`config.mk`:
```
export PLATFORM = sky130hd
export DESIGN_NAME = parking_gate_controller
export DESIGN_NICKNAME = d
export VERILOG_FILES = /design/src/rtl/parking_gate_controller.sv
export SDC_FILE = /design/constraint.sdc
export NUM_CORES = 1
export LEC_CHECK = 0
export BUFFER_PORTS_ARGS = -buffer_cell sky130_fd_sc_hd__buf_2
export CAP_MARGIN = 20
export CORE_MARGIN = 1.5
export CORE_UTILIZATION = 55
export CTS_CLUSTER_DIAMETER = 80
export DETAILED_ROUTE_END_ITERATION = 7
export HOLD_SLACK_MARGIN = 0.03
export PLACE_DENSITY = 0.82
export SYNTH_ARGS = -nofsm -noshare
export SYNTH_HDL_FRONTEND = slang
export SYNTH_SLANG_ARGS = --single-unit
```
`constraint.sdc`:
```
create_clock -name clk -period 2.6 [get_ports clk]
set_input_delay 0.13 -clock clk [delete_from_list [all_inputs] [get_ports clk]]
set_output_delay 0.13 -clock clk [all_outputs]
set_load 0.05 [all_outputs]
```
`src/rtl/parking_gate_controller.sv`:
```
// Shared barrier gate sequencer for a parking lot: arbitrates entry/exit
// requests, drives the gate through open/close, and keeps the occupancy count.
module parking_gate_controller #(
  parameter int unsigned CAPACITY    = 8,
  parameter int unsigned GATE_CYCLES = 4
) (
  input  logic       clk,
  input  logic       rst_n,
  input  logic       entry_req,
  input  logic       exit_req,
  input  logic       car_passed,
  output logic       entry_ack,
  output logic       exit_ack,
  output logic       entry_reject,
  output logic       gate_open,
  output logic       timeout,
  output logic [3:0] parked,
  output logic [3:0] empty,
  output logic       full
);

  localparam int unsigned TimerW = $clog2(GATE_CYCLES + 1);
  localparam logic [3:0] Cap = 4'(CAPACITY);
  localparam logic [TimerW-1:0] TimerLoad = TimerW'(GATE_CYCLES);

  typedef enum logic [1:0] {StIdle, StOpen, StClose} state_e;
  typedef enum logic {DirIn, DirOut} dir_e;

  state_e state_q, state_d;
  dir_e   dir_q, dir_d;
  dir_e   last_q, last_d;
  logic [TimerW-1:0] timer_q, timer_d;
  logic [3:0] parked_q, parked_d;
  logic entry_ack_q, entry_ack_d;
  logic exit_ack_q, exit_ack_d;
  logic entry_reject_q, entry_reject_d;
  logic gate_open_q, gate_open_d;
  logic timeout_q, timeout_d;

  logic entry_ok, exit_ok, grant_in, grant_out;

  assign full  = (parked_q == Cap);
  assign empty = Cap - parked_q;

  // Round-robin on ties: the side opposite the last grant wins.
  assign entry_ok  = entry_req && !full;
  assign exit_ok   = exit_req && (parked_q != 4'd0);
  assign grant_in  = entry_ok && (!exit_ok || (last_q == DirOut));
  assign grant_out = exit_ok && !grant_in;

  // Next-state, count and registered-output decode.
  always_comb begin
    state_d        = state_q;
    dir_d          = dir_q;
    last_d         = last_q;
    timer_d        = timer_q;
    parked_d       = parked_q;
    entry_ack_d    = 1'b0;
    exit_ack_d     = 1'b0;
    entry_reject_d = 1'b0;
    gate_open_d    = 1'b0;
    timeout_d      = 1'b0;

    unique case (state_q)
      StIdle: begin
        entry_reject_d = entry_req && full && !grant_out;
        if (grant_in || grant_out) begin
          state_d     = StOpen;
          dir_d       = grant_in ? DirIn : DirOut;
          last_d      = grant_in ? DirIn : DirOut;
          timer_d     = TimerLoad;
          gate_open_d = 1'b1;
          entry_ack_d = grant_in;
          exit_ack_d  = grant_out;
        end
      end
      StOpen: begin
        if (car_passed) begin
          // Saturation is defensive; the grant guards keep the count in range.
          if (dir_q == DirIn) begin
            parked_d = (parked_q >= Cap) ? Cap : parked_q + 4'd1;
          end else begin
            parked_d = (parked_q == 4'd0) ? 4'd0 : parked_q - 4'd1;
          end
          state_d = StClose;
          timer_d = '0;
        end else if (timer_q <= TimerW'(1)) begin
          timer_d   = '0;
          timeout_d = 1'b1;
          state_d   = StClose;
        end else begin
          timer_d     = timer_q - TimerW'(1);
          gate_open_d = 1'b1;
        end
      end
      StClose: begin
        state_d = StIdle;
      end
      default: begin
        state_d = StIdle;
      end
    endcase
  end

  // State and output registers; reset drops the gate and clears the count.
  always_ff @(posedge clk or negedge rst_n) begin
    if (!rst_n) begin
      state_q        <= StIdle;
      dir_q          <= DirIn;
      last_q         <= DirOut;
      timer_q        <= '0;
      parked_q       <= 4'd0;
      entry_ack_q    <= 1'b0;
      exit_ack_q     <= 1'b0;
      entry_reject_q <= 1'b0;
      gate_open_q    <= 1'b0;
      timeout_q      <= 1'b0;
    end else begin
      state_q        <= state_d;
      dir_q          <= dir_d;
      last_q         <= last_d;
      timer_q        <= timer_d;
      parked_q       <= parked_d;
      entry_ack_q    <= entry_ack_d;
      exit_ack_q     <= exit_ack_d;
      entry_reject_q <= entry_reject_d;
      gate_open_q    <= gate_open_d;
      timeout_q      <= timeout_d;
    end
  end

  assign entry_ack    = entry_ack_q;
  assign exit_ack     = exit_ack_q;
  assign entry_reject = entry_reject_q;
  assign gate_open    = gate_open_q;
  assign timeout      = timeout_q;
  assign parked       = parked_q;

endmodule

```
==> results of run 1 <==
[through the flow]
stage / hold WS (ns) / cells / util [%]
floorplan: -0.166 / 82 / -
global placement: 0.0576 / 113 / 64.5
detailed placement: 0.0619 / 113 / 64.5
CTS: 0.0645 / 119 / 68.3
global route: 0.0805 / 119 / 68.3
finish: 0.0664 / 119 / 68.3
[cell type report]
type | count | area, um^2
Multi-Input combinational cell | 58 | 442
Timing Repair Buffer | 20 | 110
Tap cell | 16 | 20.0
Clock buffer | 4 | 36.3
Inverter | 5 | 18.8
Sequential cell | 16 | 402
Fill cell | 123 | 478
[layer usage]
| metal | vias to the layer above | global-route usage, % | share of wire, % |
|---|---|---|---|
| li1 | 341 | - | - |
| met1 | 338 | 27.0 | 42 |
| met2 | 20 | 36.1 | 50 |
| met3 | 8 | 6.38 | 4.8 |
| met4 | 0 | 15.8 | 3.1 |
| met5 | - | 0 | 0 |
[state kept, by name, indices dropped and copies added (netlist names)]
| register | flops |
|---|---|
| timer_q | 3 |
| parked | 4 |
| entry_reject | 1 |
| last_q | 1 |
| exit_ack | 1 |
| timeout | 1 |
| state_q | 2 |
| entry_ack | 1 |
| dir_q | 1 |
| gate_open | 1 |
[cells in the mapped netlist]
library cell  count
buf_6             1
nor3_1            3
a21oi_1           2
nor3b_1           3
o211ai_1          2
nand2_1           6
o31ai_1           2
inv_1             5
or3b_2            1
a31oi_1           2
a21o_1            2
and3b_1           1
and3_1            2
o21ai_0           2
or4b_4            1
o21ba_2           1
nand2b_1          1
and2_1            3
ha_1              4
nor2b_1           3
o2bb2ai_1         2
o22ai_1           1
nor4_1            1
a22oi_1           1
and4b_1           1
nor2_1            2
o2111a_1          1
or4bb_1           1
o2111ai_4         1
nand4bb_1         1
buf_4             1
nand3b_1          2
xnor2_1           2
clkbuf_1          1
dfrtp_1          15
or3b_1            1
dfstp_2           1
[worst min-delay path by stage]
stage,end,cells past startpoint
2_1_floorplan,dir_q,0
3_3_place_gp,parked[2],1
3_5_place_dp,parked[2],1
4_1_cts,entry_reject,2
5_1_grt,entry_reject,2
6_report,entry_reject,2
[kinds of logic after synthesis]
| kind of cell | Yosys count | share of synthesized area (%) |
|---|---|---|
| AND/OR/NAND/NOR | 33 | 24.6 |
| AO/OA/AOI/OAI | 19 | 17.7 |
| flip-flops | 16 | 45.4 |
| buffers and inverters | 8 | 4.67 |
| adder cells (fa/ha/maj) | 4 | 5.66 |
| XOR/XNOR | 2 | 1.98 |
==> impl_metrics.toml, run 1 <==
[timing]
clock_skew_ns = 0.00121
rsz0062_at_grt = "false"
fin_setup_tns_ns = 0
fin_crit_sh_pct = 78.0
maxSlewViolCount = 0
hold_viol_final = 0
max_freq_ghz = 0.493
maxSlewHeadroom_pct = 67.3
worst_pin_slew_ns = 0.485
finalCriticalPeriod_ns = 2.03
setup_slack_ns = 0.572
setup_viol = 0

[worst_setup_path]
path_cells = "inv_1, ha_1, nor2b_1, and2_1, buf_2"
endpoint = "full"
crit_cells = 5
reg2reg_from = "parked[0]"
cpPeakStageDelay_ns = 0.47
crit_path_start = "parked[0]"
critPathSlowestCell = "dfrtp_1"
worstPathMaxFanout = 9
reg2reg_slack_ns = 0.78
rr_worst_depth = 5
crit_family = "flip-flops"
start_kind = "register"
cp.buffers_inverters = 2
crit_type = "reg2out"
worst_setup_path_end_kind = "primary output"
cp_data_arrival_time_ns = 1.90
rr_endpoint = "timer_q[2]"
crit_required_ns = 2.47

[cells_and_area]
fin_area_um2 = 1030
final_cell_mix = "buf_2 (18), dfrtp_1 (15), nand2_1 (6), inv_1 (5), ha_1 (4)"
nets = 113
final_common_cell = "buf_2"
areaGrowthSynthToFinish_pct = 16.3
n_antenna_cell = 0
final_layout_size_suffix_gt1_share_pct = 26.2

[cts]
clkLatencyLatePin_ns = 0.29
numCtsBuffers = 3
clockBufferDepth = 2
post_cts_buffers = 0
clock-sinks = 16
htree_levels = 1
clk_pin_slew_ns = 0.10
cts_tree = "yes"
cts_root_buf = "clkbuf_4"
cts_resized = 0
cts_hold_buf = 2

[synthesis]
ys_ff_latch = 16
synth.area.top_cells = "dfrtp_1 (42%), ha_1 (5.7%), dfstp_2 (3.0%), o2111ai_4 (3.0%), nand2_1 (2.5%)"
synth_top_cell_by_area = "dfrtp_1"
synth_fp_nets = 91
syn_inst = 82
syn_avg_cell_area_um2 = 10.8
yosysWarnings = 0
ys_seq_area_share_pct = 45.4
syn_area_um2 = 885
synth_top_area_share_pct = 42.4
synth_cell_type_count = 37

[place]
place_area_um2 = 972
dp_hpwl_um = 1280
dpl_worst_slack_ns = 0.783
gp_congestion = 0.829
portBuffers = 18

[floorplanning]
dieArea_um2 = 1860
core_um2 = 1510
fp-row-count = 14
num_io_pins = 19
fp.dieH_um = 43.1
start_util_pct = 58.7
die_w_um = 43.1

[detailed_routing]
ant_nets = 0
vias_per_cell = 5.94
dr.first_iter.drc_count = 6
wl_um = 1790
vias = 707
wl_per_cell_um = 15.1
dr.pass1.iters = 4
drc = 0

[global_routing]
grt_max_degree = 17
grt_pass1_wl_um = 3200
overflow = 0
grt_use_total_pct = 23.1
grt_pass1_vias = 727
grt_antenna_before_repair = 0

[status]
status = "finished clean"

[job]
maxCapViolCount = 0

[min_path]
worst_hold_path_type = "in2reg"
hold_start = "exit_req"
Power of run 1 is left out: the tool's default activity adds up to more than one toggle a clock period on the data nets, which glitch-free logic cannot reach.
==> run 2: changes to the inputs <==
--- a/config.mk
+++ b/config.mk
@@ -8,11 +8,11 @@
 export BUFFER_PORTS_ARGS = -buffer_cell sky130_fd_sc_hd__buf_2
 export CAP_MARGIN = 20
 export CORE_MARGIN = 1.5
-export CORE_UTILIZATION = 55
+export CORE_UTILIZATION = 47
 export CTS_CLUSTER_DIAMETER = 80
 export DETAILED_ROUTE_END_ITERATION = 7
 export HOLD_SLACK_MARGIN = 0.03
-export PLACE_DENSITY = 0.82
+export PLACE_DENSITY = 0.75
 export SYNTH_ARGS = -nofsm -noshare
 export SYNTH_HDL_FRONTEND = slang
 export SYNTH_SLANG_ARGS = --single-unit
==> constraint.sdc (replaced) <==
create_clock -name clk -period 1.7 [get_ports clk]
set_input_delay 0.085 -clock clk [delete_from_list [all_inputs] [get_ports clk]]
set_output_delay 0.085 -clock clk [all_outputs]
set_load 0.05 [all_outputs]
==> run 2 against run 1 <==
  * Final cell count grew 11%
  * Critical path depth increased by 1
  * Global-route usage shrank 5.3 points
  * First-iteration DRC count up 17%
  * Non-clock buffer count rose by 4
  * Register-to-register slack got worse by 0.66 ns
  * Setup slack got worse by 0.51 ns
  * Critical path type unchanged
  * Largest cell class unchanged
==> impl_metrics.toml, run 2 (synthesis gave the netlist of run 1 again) <==
[status]
status = "finished clean"

[floorplanning]
fp-row-count = 15
start_util_pct = 50.7
die_w_um = 46.4
dieArea_um2 = 2150
core_um2 = 1750
num_io_pins = 19
fp.dieH_um = 46.4

[cells_and_area]
multi_input_area_um2 = 479
final_layout_size_suffix_gt1_share_pct = 37.4
final_common_cell = "buf_2"
n_fill_cell = 148
final_cell_mix = "buf_2 (17), dfrtp_1 (12), nand2_1 (6), inv_1 (4), buf_4 (4)"
nets = 117
areaGrowthSynthToFinish_pct = 26.3
n_antenna_cell = 0
largest_register_ffs = 4
ff_latch_area_um2 = 405

[worst_setup_path]
start_kind = "register"
rr_worst_depth = 5
reg2reg_slack_ns = 0.12
crit_path_start = "parked[1]"
worst_setup_path_end_kind = "primary output"
crit_type = "reg2out"
rr_endpoint = "timer_q[2]"
crit_required_ns = 1.62
worstPathMaxFanout = 8
endpoint = "full"
cp_data_arrival_time_ns = 1.55
reg2reg_from = "parked[1]"

[job]
maxCapViolCount = 0

[detailed_routing]
vias = 712
ant_nets = 0
wl_per_cell_um = 13.3
top_layer = "met4"
wl_met1_um = 764
dr.pass1.iters = 4
wl_um = 1750
vias_per_cell = 5.39
drc = 0
met2WireLength_um = 908
dr.first_iter.drc_count = 7
wl_met3_um = 56

[timing]
fin_crit_sh_pct = 96.3
worst_pin_slew_ns = 0.452
setup_viol = 0
max_freq_ghz = 0.611
maxSlewViolCount = 0
clock_skew_ns = 0.000911
finalCriticalPeriod_ns = 1.64
hold_viol_final = 0
maxSlewHeadroom_pct = 69.5
timing.hold.ws_ns = 0.0507

[place]
gp_congestion = 0.796
portBuffers = 18

[global_routing]
grt_pass1_wl_um = 2680
overflow = 0
grt_use_total_pct = 17.8
grt_antenna_before_repair = 0
grt_pass1_vias = 609
grt_max_degree = 17

[min_path]
worst_hold_path_type = "in2reg"

[cts]
htree_levels = 1
cts_tree = "yes"
clk_pin_slew_ns = 0.09
clockBufferDepth = 2
clkLatencyLatePin_ns = 0.28
numCtsBuffers = 3
cts_root_buf = "clkbuf_4"
clock-sinks = 16
==> run 2: cell types whose count changed in the layout (fill, tap and decap cells not counted), sizes merged <==
cell,before,now
buf,18,22
==> run 2: stage by stage <==
stage                     setup TNS [ns]  util [%]  cells  cell area, um^2  worst slack (ns)
after floorplan                        0         -     82              917           0.00139
after global placement                 0      59.5    125             1040             0.120
after detailed placement               0      59.5    125             1040            0.0705
after CTS                              0      63.2    131             1100           0.00761
after global routing            -0.00765      64.0    132             1120          -0.00765
final                                  0      64.0    132             1120            0.0630
==> run 2: per-layer routing <==
metal	global-route usage, %	up-vias
met3	2.35	4
met5	0	-
met2	30.0	19
met1	22.1	338
li1	-	351
met4	8.57	0
==> run 2: critical path, cell delays in order, from the launching register on <==
cell,delay (ns)
dfrtp_2,0.44
inv_2,0.08
ha_4,0.17
buf_4,0.13
nor2b_4,0.15
and2_4,0.16
buf_6,0.15
==> run 2: worst min-delay path by stage <==
stage | start | to | depth (start not counted)
after floorplan | rst_n | dir_q | 0
after global placement | rst_n | parked[2] | 1
after detailed placement | rst_n | entry_reject | 1
after CTS | exit_req | entry_reject | 2
after global routing | exit_req | entry_reject | 2
final | exit_req | entry_reject | 2
==> run 2: what timing repair did <==
item,CTS,global route
hold endpoints to repair,17,0
setup buffers,0,1
gates resized for setup,4,2
hold buffers,2,0
setup endpoints to repair,1,2
pin swaps,0,0
==> run 2: area by class of cell <==
cell class / instances / area share (%)
multi-input combinational: 58 / 42.9
sequential: 16 / 36.3
timing repair buffer: 24 / 13.1
clock buffer: 4 / 3.25
tap: 25 / 2.80
inverter: 5 / 1.68
Power of run 2 is left out for the same reason.
